===== config.mk =====
export PLATFORM = sky130hd
export DESIGN_NAME = pulse_stretcher
export DESIGN_NICKNAME = d
export VERILOG_FILES = /design/src/rtl/shell_pkg.sv /design/src/rtl/edge_detect.sv /design/src/rtl/pulse_stretcher.sv
export SDC_FILE = /design/constraint.sdc
export NUM_CORES = 1
export LEC_CHECK = 0
export BUFFER_PORTS_ARGS = -buffer_cell sky130_fd_sc_hd__buf_4
export CORE_ASPECT_RATIO = 1.25
export CORE_MARGIN = 10
export CORE_UTILIZATION = 60
export DETAILED_ROUTE_END_ITERATION = 7
export PLACE_DENSITY = 0.78
export SLEW_MARGIN = 30
export SYNTH_ARGS = -nofsm -noshare
export SYNTH_HDL_FRONTEND = slang
export SYNTH_HIERARCHICAL = 1
export SYNTH_SLANG_ARGS = --single-unit

===== constraint.sdc =====
create_clock -name clk -period 5.36 [get_ports clk]
set_input_delay 0.804 -clock clk [delete_from_list [all_inputs] [get_ports clk]]
set_output_delay 0.804 -clock clk [all_outputs]
set_load 0.005 [all_outputs]

===== src/rtl/shell_pkg.sv =====
// Shared types and helpers for the shell-board output blocks.
//   state_e    : pulse stretcher FSM state encoding
//   clog2_max  : ceil(log2(max(a, b))), used to size down-counters
package shell_pkg;

  typedef enum logic [1:0] {
    IDLE = 2'd0,
    HOLD = 2'd1,
    GAP  = 2'd2
  } state_e;

  function automatic int unsigned clog2_max(input int unsigned a, input int unsigned b);
    return $clog2((a > b) ? a : b);
  endfunction

endpackage


===== src/rtl/edge_detect.sv =====
// Rising-edge detector for a level signal.
// Ports:
//   clk    : system clock
//   resetn : asynchronous active-low reset
//   sig    : level input
//   rise   : combinational one-cycle pulse on each 0->1 transition of sig
// The history flop resets to 0, so a signal already high when reset is
// released produces one edge on the first cycle.
module edge_detect (
  input  logic clk,
  input  logic resetn,
  input  logic sig,
  output logic rise
);

  logic ev_d;

  always_ff @(posedge clk or negedge resetn) begin
    if (!resetn) begin
      ev_d <= 1'b0;
    end else begin
      ev_d <= sig;
    end
  end

  assign rise = sig & ~ev_d;

endmodule


===== src/rtl/pulse_stretcher.sv =====
// Stretches short event strobes into fixed-length visible pulses with a
// guaranteed minimum low gap; events arriving mid-pulse are queued in a
// saturating counter and replayed as separate pulses.
// Ports:
//   clk           : system clock
//   resetn        : asynchronous active-low reset
//   event_in      : level event source, each rising edge is one event
//   stretched_sig : registered stretched pulse (high while in HOLD)
//   busy          : registered, high while not IDLE
//   pending_cnt   : queued events not yet shown
//   overflow      : sticky, set when an event is dropped at saturation
// Build option: STRETCH_RETRIGGER_EN makes an edge during HOLD restart the
// hold counter (extending the pulse) instead of queueing it.
module pulse_stretcher
  import shell_pkg::*;
#(
  parameter int unsigned hold_depth  = 1048576,
  parameter int unsigned gap_depth   = 262144,
  parameter int unsigned max_pending = 3
) (
  input  logic                               clk,
  input  logic                               resetn,
  input  logic                               event_in,
  output logic                               stretched_sig,
  output logic                               busy,
  output logic [$clog2(max_pending + 1)-1:0] pending_cnt,
  output logic                               overflow
);

  localparam int unsigned cnt_width  = clog2_max(hold_depth, gap_depth) + 1;
  localparam int unsigned pend_width = $clog2(max_pending + 1);

  localparam logic [cnt_width-1:0]  hold_last = cnt_width'(hold_depth - 1);
  localparam logic [cnt_width-1:0]  gap_last  = cnt_width'(gap_depth - 1);
  localparam logic [pend_width-1:0] pend_max  = pend_width'(max_pending);

  state_e                state_q, state_d;
  logic [cnt_width-1:0]  cnt_q, cnt_d;
  logic [pend_width-1:0] pend_q, pend_d;
  logic                  ovf_q, ovf_d;
  logic                  rise;
  logic                  push, pop;

  edge_detect u_edge_detect (
    .clk    (clk),
    .resetn (resetn),
    .sig    (event_in),
    .rise   (rise)
  );

  always_comb begin
    state_d = state_q;
    cnt_d   = cnt_q;
    push    = 1'b0;
    pop     = 1'b0;
    unique case (state_q)
      IDLE: begin
        if (rise) begin
          state_d = HOLD;
          cnt_d   = '0;
        end
      end
      HOLD: begin
        if (cnt_q == hold_last) begin
          state_d = GAP;
          cnt_d   = '0;
        end else begin
          cnt_d = cnt_q + cnt_width'(1);
        end
`ifdef STRETCH_RETRIGGER_EN
        // Retrigger wins over the end-of-hold transition.
        if (rise) begin
          state_d = HOLD;
          cnt_d   = '0;
        end
`else
        push = rise;
`endif
      end
      GAP: begin
        if (cnt_q == gap_last) begin
          cnt_d = '0;
          if (pend_q != '0) begin
            state_d = HOLD;
            pop     = 1'b1;
            push    = rise;
          end else if (rise) begin
            // Fresh edge on the last gap cycle starts the next pulse directly.
            state_d = HOLD;
          end else begin
            state_d = IDLE;
          end
        end else begin
          cnt_d = cnt_q + cnt_width'(1);
          push  = rise;
        end
      end
      default: begin
        state_d = IDLE;
        cnt_d   = '0;
      end
    endcase
  end

  // Saturating queue; a simultaneous push and pop leaves the count unchanged.
  always_comb begin
    pend_d = pend_q;
    ovf_d  = ovf_q;
    if (push && !pop) begin
      if (pend_q == pend_max) begin
        ovf_d = 1'b1;
      end else begin
        pend_d = pend_q + pend_width'(1);
      end
    end else if (pop && !push) begin
      pend_d = pend_q - pend_width'(1);
    end
  end

  always_ff @(posedge clk or negedge resetn) begin
    if (!resetn) begin
      state_q       <= IDLE;
      cnt_q         <= '0;
      pend_q        <= '0;
      ovf_q         <= 1'b0;
      stretched_sig <= 1'b0;
      busy          <= 1'b0;
    end else begin
      state_q       <= state_d;
      cnt_q         <= cnt_d;
      pend_q        <= pend_d;
      ovf_q         <= ovf_d;
      stretched_sig <= (state_d == HOLD);
      busy          <= (state_d != IDLE);
    end
  end

  assign pending_cnt = pend_q;
  assign overflow    = ovf_q;

endmodule


After elaboration in Yosys (flattened, before gate mapping)
Cells that the tools add are included.
{ "classes": {"addsub": 3, "n_eq_ne": 8, "mux": 19, "bitwise_logic": 2, "n_reduce_logical": 10} }
{ "ops": {"columns": ["operator", "count"], "rows": [
  ["21-bit two-way mux", 3],
  ["21-bit one-hot mux with 3 select lines", 1],
  ["21-bit by 1-bit adder with 21-bit output (second input constant)", 1],
  ["21-bit by 18-bit == test with 1-bit output (second input constant)", 1],
  ["21-bit by 20-bit == test with 1-bit output (second input constant)", 1],
  ["2-bit two-way mux", 6],
  ["1-bit two-way mux", 7],
  ["2-bit one-hot mux with 3 select lines", 1],
  ["2-bit nonzero test", 3],
  ["2-bit by 1-bit == test with 1-bit output (second input constant)", 2],
  ["2-bit == test (second input constant)", 2],
  ["2-bit inequality test (second input constant)", 2],
  ["2-bit AND reduction", 2],
  ["2-bit by 1-bit adder with 2-bit output (second input constant)", 1],
  ["1-bit logical AND", 2],
  ["1-bit logical NOT", 2],
  ["2-bit logical NOT", 1],
  ["1-bit one-hot mux with 2 select lines", 1],
  ["2-bit by 1-bit subtractor with 2-bit output (second input constant)", 1],
  ["1-bit AND", 1],
  ["1-bit NOT", 1]
]} }
{ "word_totals": {"reg_bits": 29, "input_bits": 3, "output_inout_bits": 5, "wordCells": 49} }

Depth between registers and ports, before layout
{ "depth": {"depth_word": 9, "depth_mapped": 9, "ltp_nobuf": 8} }

Modules after synthesis
Netlist, hierarchy kept.
{ "by_module_without_submodules": {"columns": ["module", "instances", "cells_each", "area_each_um2", "seq_area_each_um2"], "rows": [
  ["pulse_stretcher", 1, 166, 1579.0, 700.7],
  ["edge_detect", 1, 2, 38.8, 25.0]
]} }

Least setup slack after synthesis
No wires, ideal clock.
{ "synth_timing": {"path_type": "input to register", "startpoint": "in event_in", "endpoint": "reg cnt_q[17]", "setup_ns": 0.119, "arrival_time_ns": 2.084, "t_required_ns": 5.241, "setup_slack_ns": 3.157, "cell_stages": 7, "n_path_buf": 1, "path_cell_list": "nor2b_4 > nor2b_1 > clkbuf_1 > or3b_2 > nor4_1 > xnor2_1 > nor2_1"} }
{ "synth_via": {"elab_chain_len": 2} }
{ "synth_lines": {"columns": ["element", "line", "text"], "rows": [
  ["start, declared", "pulse_stretcher.sv:23", "input logic event_in,"],
  ["1-bit AND", "edge_detect.sv:26", "assign rise = sig & ~ev_d;"],
  ["2-bit inequality test (no line)", null, null],
  ["end signal, assigned", "pulse_stretcher.sv:130", "cnt_q <= cnt_d;"],
  ["end, declared", "pulse_stretcher.sv:38", "logic [cnt_width-1:0] cnt_q, cnt_d;"]
]} }
Every way passes these cells.
A chain may end at the register's enable or synchronous reset.

Worst setup path in the final report
{ "layout_timing": {"startpoint": "reg cnt_q[0]", "endpoint": "reg cnt_q[15]"} }
{ "layout_via": {"elab_chain_len": 3, "word_cells_on_any_way": 6, "classes_between": "add/sub: 1; eq/ne: 2; mux: 3"} }
{ "layout_lines": {"columns": ["element", "line", "text"], "rows": [
  ["21-bit by 1-bit adder with 21-bit output (tied with other cells)", "pulse_stretcher.sv:68, pulse_stretcher.sv:94", null],
  ["21-bit two-way mux, on equally long branches", "pulse_stretcher.sv:81, pulse_stretcher.sv:64", null],
  ["21-bit one-hot mux with 3 select lines (*)", "pulse_stretcher.sv:56", "unique case (state_q)"]
]} }
Every way passes the cells marked *; elsewhere a longest branch is shown, timed or not.

==> summary.md <==
| Metric | Value |
|---|---|
| Status | `finished, final reports clean` |
| Setup fix buffers added after clock tree synthesis | `0` |
| Number of antenna violations at the first check in global routing | `0` |
| Sw Ratio | `24.7%` |
| Slowest stage cell, crit path | `nor4_4` |
| Cell Pwr Density | `222 nW/um2` |
| Worst reg2reg path depth | `7` |
| Clock power frac | `33.3%` |
| Die W | `66.4 um` |
| Share of cells above drive strength 1 | `12.2%` |
| Root buffer cell | `clkbuf_4` |
| Reg power frac | `60.1%` |
| Syn Nets | `176` |
| Synth top area share | `44.9%` |
| Post-synth EDFFs | `0` |
| Max rail drop VDD | `0.219 mV` |
| CP Max Fanout | `17` |
| Critical path type | `reg2reg` |
| M3 GR Usage | `5.26%` |
| Number of global-route vias before repair | `1311` |
| DR vias | `1222` |
| Die area | `5190 um2` |
| TritonRoute pass-1 iters | `5` |
| Final period util | `41.9%` |
| Nets@finish | `187` |
| Max Cap Violations | `0` |
| N_diodes | `0` |
| Min-delay worst type | `in2async` |
| DRC | `0` |
| Seq cells post-synth | `29` |
| Mapped Avg Cell Area | `9.63 um2` |
| Clock Latency Late Sink | `0.33 ns` |
| Final ANT Viol Nets | `0` |
| Crit. End Element | `flip-flop` |
| Register area share after synthesis | `44.9%` |
| Port Buffers | `7` |
| Grt peak-use layer | `met2` |
| Netlist cell types | `43` |
| Most common cell in the netlist | `nor2_1` |
| Dpl ws | `2.97 ns` |
| Largest net degree at the start of global routing | `30` |
| Grt ovf | `0` |
| Max-slew violation count | `0` |
| Fin Setup TNS | `0 ns` |
| Crit path time final | `2.24 ns` |
| RSZ-0062 raised after global routing | `no` |
| Cells after Synth | `168` |
| Comb pwr share | `6.6%` |
| Routing usage on met1 | `14.3%` |
| R2r startpoint | `cnt_q[0]` |
| End of the worst register-to-register path | `cnt_q[15]` |
| Synthesized cell area | `1620 um2` |
| M2 GR Usage | `23.8%` |
| Int Power | `287 uW` |
| Yosys warning total | `6` |
| CP bufs+invs | `0` |
| Power consumption | `382 uW` |
| Critical Path RT | `5.58 ns` |
| First-pass GRT wire length | `5660 um` |
| Post-synth top flop | `dfrtp_1` |
| CP Cell Sequence | `ha_1 > nand4b_1 > nor4_4 > nand2_2 > a31oi_4 > and2_4 > nor2_1` |
| F_max | `446 MHz` |
| CTS clk-pin slew, worst paths | `0.09 ns` |
| Reg2Reg Setup Slack | `3.12 ns` |
| Arrival time worst endpoint | `2.46 ns` |
| Cell taking the most area after synthesis | `dfrtp_1` |
| CTS Sinks | `29` |
| IO Pins | `8` |
| Area of the multi-input gates | `827 um2` |
| Fin Clk Skew | `0.00742 ns` |
| Num CTS Buffers | `5` |
| Non-filler cells, final | `214` |
| DPL Wire Length | `2330 um` |
| Core Area | `2630 um2` |
| Max incr delay on CP | `0.47 ns` |
| FILL cells | `215` |
| P&R area growth vs syn | `6.50%` |
| Switching power | `94.5 uW` |
| Placed cells | `206` |
| Die span in y | `78.1 um` |
| Initial Util | `61.6%` |
| LEAKAGE | `0.794 nW` |
| CTS max path bufs | `2` |
| DR iter-0 viols | `39` |
| H-tree Lvls | `2` |
| Family with the most delay on the worst path | `simple AND/OR/NAND/NOR gates` |
| Synth area leaders | `dfrtp_1 (45%), nor2_1 (7.2%), xor2_1 (6.5%)` |
| Total GRT Usage | `13.9%` |
| CP Launch Type | `flip-flop` |
| Sequential standard cell area | `726 um2` |
| Setup ws final | `3.12 ns` |
| Final wirelength | `3170 um` |
| Async SR Flop Fraction | `100%` |
| Hold_buf cts | `0` |
| Routability Congestion | `0.851` |
| Final setup fails | `0` |
| DP Area | `1670 um2` |
| Final Hold Fails | `0` |
| Cts repair resizes | `0` |
| Std cell rows | `21` |
| Post-route cell area | `1720 um2` |
| Slew @ Worst Pin | `0.584 ns` |
| Per-cell routed wire length | `14.8 um` |
| Synth top cells by count | `nor2_1 (31), dfrtp_1 (29), nand2_1 (16)` |
| CTS tree | `done` |
| Worst rel slew slack | `60.8%` |
| Via/cell ratio | `5.71` |
layout by cell type, fill, tap and decap left out, drive strengths merged, types with 3 or more instances in the layout:
| master | instances |
|---|---|
| dfrtp | 29 |
| o21ai | 3 |
| nor2 | 31 |
| clkbuf | 8 |
| nand3 | 9 |
| a21oi | 3 |
| buf | 7 |
| xnor2 | 5 |
| and2 | 3 |
| nor3 | 4 |
| xor2 | 12 |
| nand2 | 17 |
| nand4 | 5 |
| inv | 7 |
| nor4 | 3 |
| a21o | 3 |
| ha | 5 |
| o22ai | 3 |
layout make-up:
cell class              count  area share, %
clock buffers               8           2.83
inverters                   7           1.53
multi-input cells         129           48.0
flip-flops and latches     29           42.1
well taps                  34           2.47
repair buffers              7           3.05
cells by family (layout without fill, tap and decap cells):
logic type,count (synthesis),in the layout,share of synthesized area [%]
adder cells (fa/ha/maj),5,5,3.87
flip-flops,29,29,44.9
XOR/XNOR,17,17,9.20
multiplexers,2,2,1.24
buffers and inverters,10,22,4.02
AO/OA/AOI/OAI,23,23,11.0
AND/OR/NAND/NOR,82,82,25.8
worst max-delay path by stage:
stage / from / to / slack, ns / cells past startpoint
2_1_floorplan: event_in / cnt_q[17] / 3.16 / 7
3_3_place_gp: event_in / cnt_q[17] / 3.01 / 7
3_5_place_dp: event_in / cnt_q[19] / 2.97 / 7
5_1_grt: cnt_q[0] / cnt_q[15] / 2.90 / 7
4_1_cts: cnt_q[0] / cnt_q[15] / 3.10 / 7
6_report: cnt_q[0] / cnt_q[15] / 3.12 / 7
stage by stage:
stage / util (%) / hold WS [ns]
after floorplan: - / 0.466
after global placement: 63.7 / 0.458
after detailed placement: 63.7 / 0.462
after CTS: 65.6 / 0.393
after global routing: 65.6 / 0.394
final: 65.6 / 0.378
flip-flops by register name, indices dropped and copies added, names as in the netlist:
| register | cells |
|---|---|
| stretched_sig | 1 |
| cnt_q | 21 |
| pending_cnt | 2 |
| busy | 1 |
| overflow | 1 |
| u_edge_detect/ev_d | 1 |
| state_q | 2 |
routing by layer:
metal	vias up	wire, um
li1	595	-
met1	591	1300
met2	24	1680
met3	12	119
met4	0	73
met5	-	0
power by group through the flow:
| stage | sequential (mW) | clock (mW) | combinational [mW] |
|---|---|---|---|
| 2_1_floorplan | 0.232 | 0 | 0.0120 |
| 4_1_cts | 0.229 | 0.129 | 0.0261 |
| 6_report | 0.229 | 0.127 | 0.0254 |
| 5_1_grt | 0.230 | 0.137 | 0.0295 |
| 3_5_place_dp | 0.233 | 0 | 0.0259 |
| 3_3_place_gp | 0.233 | 0 | 0.0253 |
Power figures use the tool's default switching activity.
